--- src/rtl/up_down_counter.sv ---
// up_down_counter
//   Free-running WIDTH-bit binary up/down counter. Counts by exactly one on
//   every rising clk edge and wraps modulo 2^WIDTH in both directions.
//   Terminal-count decodes and an optional registered wrap pulse let
//   sequencing logic detect boundary crossings without decoding count.
//
// Build option:
//   UP_DOWN_COUNTER_WRAP_PULSE_EN  defined   -> wrap pulses for one cycle
//                                              after each up- or down-wrap
//                                  undefined -> wrap tied to 0, no register
//
// Parameters:
//   WIDTH    counter width in bits (>= 2), default 8
//
// Ports:
//   clk      sole clock, rising edge
//   rst      synchronous active-high clear (priority over counting)
//   up_down  direction select, 1 = increment, 0 = decrement
//   count    registered counter value
//   at_max   combinational, count == all ones
//   at_min   combinational, count == 0
//   wrap     registered one-cycle wrap pulse (0 when the build option is off)

module up_down_counter #(
  parameter int WIDTH = 8
) (
  input  logic             clk,
  input  logic             rst,
  input  logic             up_down,
  output logic [WIDTH-1:0] count,
  output logic             at_max,
  output logic             at_min,
  output logic             wrap
);

  localparam logic [WIDTH-1:0] CNT_MAX  = {WIDTH{1'b1}};
  localparam logic [WIDTH-1:0] CNT_ZERO = '0;
  localparam logic [WIDTH-1:0] CNT_ONE  = {{(WIDTH-1){1'b0}}, 1'b1};

  logic [WIDTH-1:0] count_q;
  logic [WIDTH-1:0] count_d;
  logic             is_max;
  logic             is_min;

  assign is_max = (count_q == CNT_MAX);
  assign is_min = (count_q == CNT_ZERO);

  // Carry/borrow is simply dropped, which gives the modulo wrap for free.
  always_comb begin
    count_d = count_q;
    if (up_down) begin
      count_d = count_q + CNT_ONE;
    end else begin
      count_d = count_q - CNT_ONE;
    end
  end

  always_ff @(posedge clk) begin
    if (rst) begin
      count_q <= CNT_ZERO;
    end else begin
      count_q <= count_d;
    end
  end

`ifdef UP_DOWN_COUNTER_WRAP_PULSE_EN
  logic wrap_q;
  logic wrap_d;

  // A wrap happens on this edge when we sit at the boundary we are heading
  // towards; registering it aligns the pulse with the wrapped count value.
  always_comb begin
    wrap_d = 1'b0;
    if (up_down) begin
      wrap_d = is_max;
    end else begin
      wrap_d = is_min;
    end
  end

  always_ff @(posedge clk) begin
    if (rst) begin
      wrap_q <= 1'b0;
    end else begin
      wrap_q <= wrap_d;
    end
  end

  assign wrap = wrap_q;
`else
  assign wrap = 1'b0;
`endif

  assign count  = count_q;
  assign at_max = is_max;
  assign at_min = is_min;

endmodule

--- config.mk ---
export PLATFORM = sky130hd
export DESIGN_NAME = up_down_counter
export DESIGN_NICKNAME = d
export VERILOG_FILES = /design/src/rtl/up_down_counter.sv
export SDC_FILE = /design/constraint.sdc
export NUM_CORES = 1
export LEC_CHECK = 0
export CAP_MARGIN = 30
export CORE_MARGIN = 10
export CORE_UTILIZATION = 41
export CTS_CLUSTER_SIZE = 12
export DETAILED_ROUTE_END_ITERATION = 10
export GPL_TIMING_DRIVEN = 0
export PLACE_DENSITY = 0.77
export SLEW_MARGIN = 20
export SYNTH_ARGS = -nofsm -noshare
export SYNTH_HDL_FRONTEND = slang
export SYNTH_SLANG_ARGS = --single-unit
--- constraint.sdc ---
create_clock -name clk -period 1.77 [get_ports clk]
set_input_delay 0.2655 -clock clk [delete_from_list [all_inputs] [get_ports clk]]
set_output_delay 0.2655 -clock clk [all_outputs]
set_load 0.01 [all_outputs]
After elaboration in Yosys (flattened, before gate mapping):

Index checks and enable logic that the tools add are counted.

* add/sub/neg operators: 2
* equal/unequal tests: 1
* muxes and demuxes: 1
* reduce and logical (&&, ||, !) cells: 1

Operator list (count)
* adder 8 x 1 -> 8 bit (second input constant): 1
* equality test 8 bit (second input constant): 1
* logical NOT 8 bit: 1
* 2-to-1 mux 8 bit: 1
* subtractor 8 x 1 -> 8 bit (second input constant): 1

* bits in registers: 8
* input bits: 3

Logic depth before layout (Yosys ltp):

Gate-level depths: netlist of run 1.

* depth in word-level cells: 2
* gate-level depth with buffers: 6
* mapped depth without buffers: 6

Worst setup path after synthesis of run 1:

OpenSTA, ideal clock, no wires.

* path kind: input port to flip-flop
* start: input port up_down
* end: register count_q[7], in the netlist count[7]
* library setup time: 0.070 ns
* arrival: 1.636 ns
* path slack: 0.064 ns
* stages: 6
* path buffers: 0
* cells stage by stage: inv_1 ha_1 a21o_1 a31o_1 or3_1 a21oi_1

* word-level cells in the longest chain between the ends: 1

RTL lines
* start, declared: RTL line 29 `input logic up_down,`
* 2-to-1 mux 8 bit: RTL line 51 `if (up_down) begin`
* end signal, assigned: RTL line 62 `count_q <= count_d;`
* end, declared: RTL line 40 `logic [WIDTH-1:0] count_q;`

Every way passes these cells.
A chain may end at the register's enable or synchronous reset.

Final worst setup path of run 1:

* start: input port up_down
* end: register count_q[5], in the netlist count[5]

Same word-level chain as after synthesis.

==> results of run 1 <==
## stage by stage
step | cell area (um2) | setup TNS [ns] | utilization | total power [uW] | hold WS (ns)
2_1_floorplan | 543 | 0 | - | 617 | 0.477
3_3_place_gp | 682 | -1.71 | 0.537 | 793 | 0.511
3_5_place_dp | 682 | -1.81 | 0.537 | 809 | 0.526
4_1_cts | 732 | 0 | 0.577 | 987 | 0.496
5_1_grt | 731 | 0 | 0.576 | 1080 | 0.532
6_report | 731 | 0 | 0.576 | 1000 | 0.492
## power by group through the flow
stage	clock network [uW]	registers [uW]	logic, uW
2_1_floorplan	0	313	304
5_1_grt	160	326	598
3_3_place_gp	0	297	496
4_1_cts	146	304	537
6_report	151	311	539
3_5_place_dp	0	300	509
## logic make-up (layout without fill, tap and decap cells)
| family | Yosys count | count (layout) |
|---|---|---|
| fa+ha+maj | 7 | 7 |
| flops | 8 | 8 |
| other cells | 1 | 1 |
| buf+inv | 3 | 18 |
| xor+xnor | 3 | 3 |
| simple gates | 24 | 24 |
| compound gates | 15 | 15 |
## layer usage
metal,vias to the layer above,global-route usage,share of wire
met1,226,0.0967,0.44
met5,-,0,0
met2,15,0.125,0.46
li1,258,-,-
met3,4,0.0427,0.079
met4,0,0.0515,0.020
## cell usage in the layout (no fill, tap or decap), types with 2 or more instances in the layout
| master | count |
|---|---|
| a21oi_1 | 4 |
| clkbuf_4 | 3 |
| nor2_1 | 8 |
| ha_4 | 2 |
| ha_1 | 4 |
| dfxtp_1 | 4 |
| clkdlybuf4s50_1 | 10 |
| buf_4 | 2 |
| a21o_1 | 5 |
| nor3_1 | 2 |
| nand4_1 | 3 |
| dfxtp_2 | 4 |
| nand3_1 | 2 |
| or4_1 | 3 |
| xor2_1 | 2 |
## worst max path at each step
stage	start	end	slack, ns	depth (start not counted)
after floorplan	up_down	count[7]$_SDFF_PP0_	0.06	6
after global placement	up_down	count[7]$_SDFF_PP0_	-0.55	7
after detailed placement	up_down	count[7]$_SDFF_PP0_	-0.57	7
after CTS	count[4]$_SDFF_PP0_	at_min	0.002	3
after global routing	count[5]$_SDFF_PP0_	at_max	0.006	3
final	up_down	count[5]$_SDFF_PP0_	0.09	7
## repair_timing
| item | in CTS | in global routing |
|---|---|---|
| endpoints found under the setup margin | 5 | 3 |
| gates resized for setup | 9 | 4 |
| gates cloned | 0 | 0 |
## area by class of cell
type                    count  area share
well taps                  15      0.0257
inverters                   1     0.00856
plain buffers               2      0.0205
flip-flops and latches      8       0.226
repair buffers             12       0.156
multi-input cells          50       0.533
clock buffers               3      0.0308
## critical path, cell delays in order
cell and delay, ns:
dlygate4sd2_1 0.27, inv_4 0.10, ha_1 0.33, a211oi_2 0.21, nor2_1 0.11, or4_1 0.47, o211ai_1 0.10
==> reports/metrics.cfg, run 1 <==
[synth]
syn-mean-instance-area_um2=8.90
synth-compound-area-share=0.191
synth_enable_flop_cells=0
synthArstFlopShare=0
synth_top_family_by_area=simple AND/OR/NAND/NOR gates
synthAdderAreaFrac=0.175
synth_flop_cell=dfxtp_1
syn_inst=61
synth_commonest_cells=dfxtp_1, nor2_1, ha_1, a21o_1, a21oi_1
synth_simple_gate_area_frac=0.249
synth-xor-area-share=0.0484
synth_nets=71
synth.area.top_cells=dfxtp_1, ha_1, a21o_1
syn_area_um2=543
yosysTopAreaCell=dfxtp_1
ys_warn_count=0
yosysTopAreaCellShare=0.295
ys_seq_elements=8
muxShareOfSynthArea=0
ys_types=26
synth_seq_area_share=0.295

[hold_path]
hold_class=reg2reg
hp-start=count[0]$_SDFF_PP0_
whs_path_depth=1
holdPathEnd=count[0]$_SDFF_PP0_

[die]
coreArea_um2=1270
die_h_um=56.4
die_w_um=56.4
io_pins=14
start_util=0.428
fp.dieArea_um2=3180
std_cell_rows=13

[sta]
timing.fmax_mhz=596
slew_violations=0
rsz0062_at_grt=no
setup_viol=0
fin_skew_ns=0.00513
hold_viol_final=0
period_needed_ns=1.68
post-route-period-util=0.948
worst_slack_ns=0.0912

[global_routing]
antenna_found_initial=0
grt_max_degree=11
grt_pass1_vias=494
grt_pass1_wl_um=2240
grt_use_total=0.0857
globalRoute.totalOverflow=0

[clocking]
clkTransAtPathRegs_ns=0.06
cts_tree=done
clk_latency_ns=0.26
numCtsBuffers=3
hold_buffers=0
root_buffer=clkbuf_4
htree_levels=1
cts_max_path_buffers=2
postCtsSetupRepairBufs=0
clock_sinks=8

[power_and_ir_drop]
internal_power_uw=614
p_switching_uw=386
pwr-share-comb=0.538
sequentialPowerShare=0.311
clockPowerShare=0.151
powerDensity_nw_per_um2=1370
peakVddDrop_v=0.000579
leakagePower_uw=0.000307
swShare=0.386

[critical_path]
start_kind=input pin
crit-reg2reg-launch=count[1]$_SDFF_PP0_
critPathKind=in2reg
r2r.worst_path.cells=5
ff2ff_setup_slack_ns=0.14
cp_max_fo=7
rr_endpoint=count[5]$_SDFF_PP0_
crit_arrival_ns=1.86
worstSetupEndpointType=flop
required_ns=1.95

[layout]
diodes=0
syn2layout_area_growth_pct=34.6
nFillCells=125
finalNonFillerCells=91
fin_nets=88
multi_input_area_um2=389
largest_reg_flops=8
seq_area_um2=165
drive_above_1_share=0.197

[drt]
drtPass1Iterations=4
drt_iter0_markers=4
wire_per_inst_um=14.5
drc=0
drt-vias-per-instance=5.53
ant_nets=0
wl_um=1320
vias=503

[place]
place_ws_ns=-0.567
globalplace.congestion=0.753
port_buffers=12
dpl.hpwl_um=937
post-place-cells=88

[run_status]
status=completed

[job]
maxCapViolations=0

No activity file was read; power rests on OpenSTA's default activity.
==> run 2, diff against run 1 <==
--- a/config.mk
+++ b/config.mk
@@ -12,6 +12,7 @@
 export DETAILED_ROUTE_END_ITERATION = 10
 export GPL_TIMING_DRIVEN = 0
 export PLACE_DENSITY = 0.77
+export REMOVE_ABC_BUFFERS = 1
 export SLEW_MARGIN = 20
 export SYNTH_ARGS = -nofsm -noshare
 export SYNTH_HDL_FRONTEND = slang
==> run 2 against run 1 <==
Worst hold slack got worse by 0.0024 ns. Final cell count decreased by 2.2%. Clock skew decreased by 0.0039 ns. Clock power decreased by 3%. Register-to-register slack improved by 0.02 ns. Utilization decreased by 1.1 points. Wire length increased by 3.9%. Via count increased by 2.2%. Sequential cell count unchanged. First-iteration DRC count increased to 2.5 times the previous value. Setup slack about the same. Non-clock buffer count decreased by 2. Highest routed layer unchanged.
==> reports/metrics.cfg, run 2 (synthesized netlist as in run 1, its figures left out) <==
[run_status]
status=completed

[clocking]
numCtsBuffers=3
clkTransAtPathRegs_ns=0.05
root_buffer=clkbuf_4
hold_buffers=0
postCtsSetupRepairBufs=0
cts_max_path_buffers=2
cts_tree=done
htree_levels=1
clock_sinks=8
clk_latency_ns=0.26

[drt]
drc=0
drt-vias-per-instance=5.78
wire_per_inst_um=15.4
wl_um=1370
vias=514
drtPass1Iterations=4
drt_iter0_markers=10
ant_nets=0

[critical_path]
critPathKind=reg2out
ff2ff_setup_slack_ns=0.16
required_ns=1.50
crit_arrival_ns=1.41
start_kind=flop
worstSetupEndpointType=output port
cp_max_fo=7

[sta]
post-route-period-util=0.948
timing.fmax_mhz=596
setup_viol=0
period_needed_ns=1.68
rsz0062_at_grt=no
fin_skew_ns=0.00125
hold_viol_final=0
slew_violations=0

[job]
maxCapViolations=0

[layout]
fin_nets=86
largest_reg_flops=8
finalNonFillerCells=89
nFillCells=129
diodes=0
seq_area_um2=165
multi_input_area_um2=389
syn2layout_area_growth_pct=32.0
drive_above_1_share=0.176
layout_commonest_cell=clkdlybuf4s50_1
layout_common_cells=clkdlybuf4s50_1, nor2_1, a21o_1

[global_routing]
antenna_found_initial=0
grt_pass1_wl_um=2230
globalRoute.totalOverflow=0
grt_use_total=0.0871
grt_pass1_vias=477
grt_max_degree=12

[die]
die_w_um=56.4
coreArea_um2=1270
die_h_um=56.4
fp.dieArea_um2=3180
std_cell_rows=13
io_pins=14
start_util=0.428

[power_and_ir_drop]
p_switching_uw=386
clockPowerShare=0.147
swShare=0.387
pwr-share-comb=0.539
leakagePower_uw=0.000296
powerDensity_nw_per_um2=1390
finalPower_uw=999
peakVddDrop_v=0.000616
internal_power_uw=612
sequentialPowerShare=0.314

[place]
post-place-cells=86
port_buffers=12
dpl.hpwl_um=968
globalplace.congestion=0.789

[hold_path]
hold_class=reg2reg

-- run 2: path summary, 6_finish.rpt --
kind,start,to,cells past startpoint
worst max register to register,count[1]$_SDFF_PP0_,count[5]$_SDFF_PP0_,5
worst min-delay path,count[0]$_SDFF_PP0_,count[0]$_SDFF_PP0_,1
worst max-delay path,count[0]$_SDFF_PP0_,at_max,3
worst min register to register,count[0]$_SDFF_PP0_,count[0]$_SDFF_PP0_,1
-- run 2: layout make-up --
cell class              instances  share of cell area
clock buffers                   3              0.0314
multi-input cells              50               0.543
repair buffers                 12               0.161
inverters                       1             0.00873
flip-flops and latches          8               0.230
well taps                      15              0.0262
-- run 2: power groups by stage --
stage                     registers (uW)  logic, uW  clock network (uW)
after detailed placement             301        505                   0
final                                313        538                 147
after global routing                 322        591                 159
after CTS                            305        533                 147
after global placement               295        495                   0
after floorplan                      313        299                   0
-- run 2: metal layers --
layer  vias up  GRT usage  wire length, um
met3         5     0.0270              113
li1        253          -                -
met5         -          0                0
met2        20      0.135              648
met4         0     0.0825               42
met1       236     0.0908              567
-- run 2: metrics by stage --
step                      setup slack, ns  hold slack (ns)  TNS [ns]   util  area (um2)
after floorplan                    0.0641            0.332         0      -         528
after global placement             -0.562            0.510     -1.79  0.526         667
after global routing               0.0183            0.538         0  0.565         717
final                              0.0916            0.489         0  0.565         717
after CTS                          0.0197            0.490         0  0.565         717
after detailed placement           -0.583            0.518     -1.93  0.526         667
-- run 2: critical path, cell delays in order (launching register included) --
cell and delay, ns:
dfxtp_2 0.40, nand4_1 0.11, nor2_1 0.10, clkdlybuf4s50_1 0.54
-- run 2: timing repair --
| action | CTS | global route |
|---|---|---|
| endpoints found under the setup margin | 6 | 3 |
| gates resized for setup | 9 | 5 |
| pin swaps | 0 | 0 |
| gates cloned | 0 | 0 |
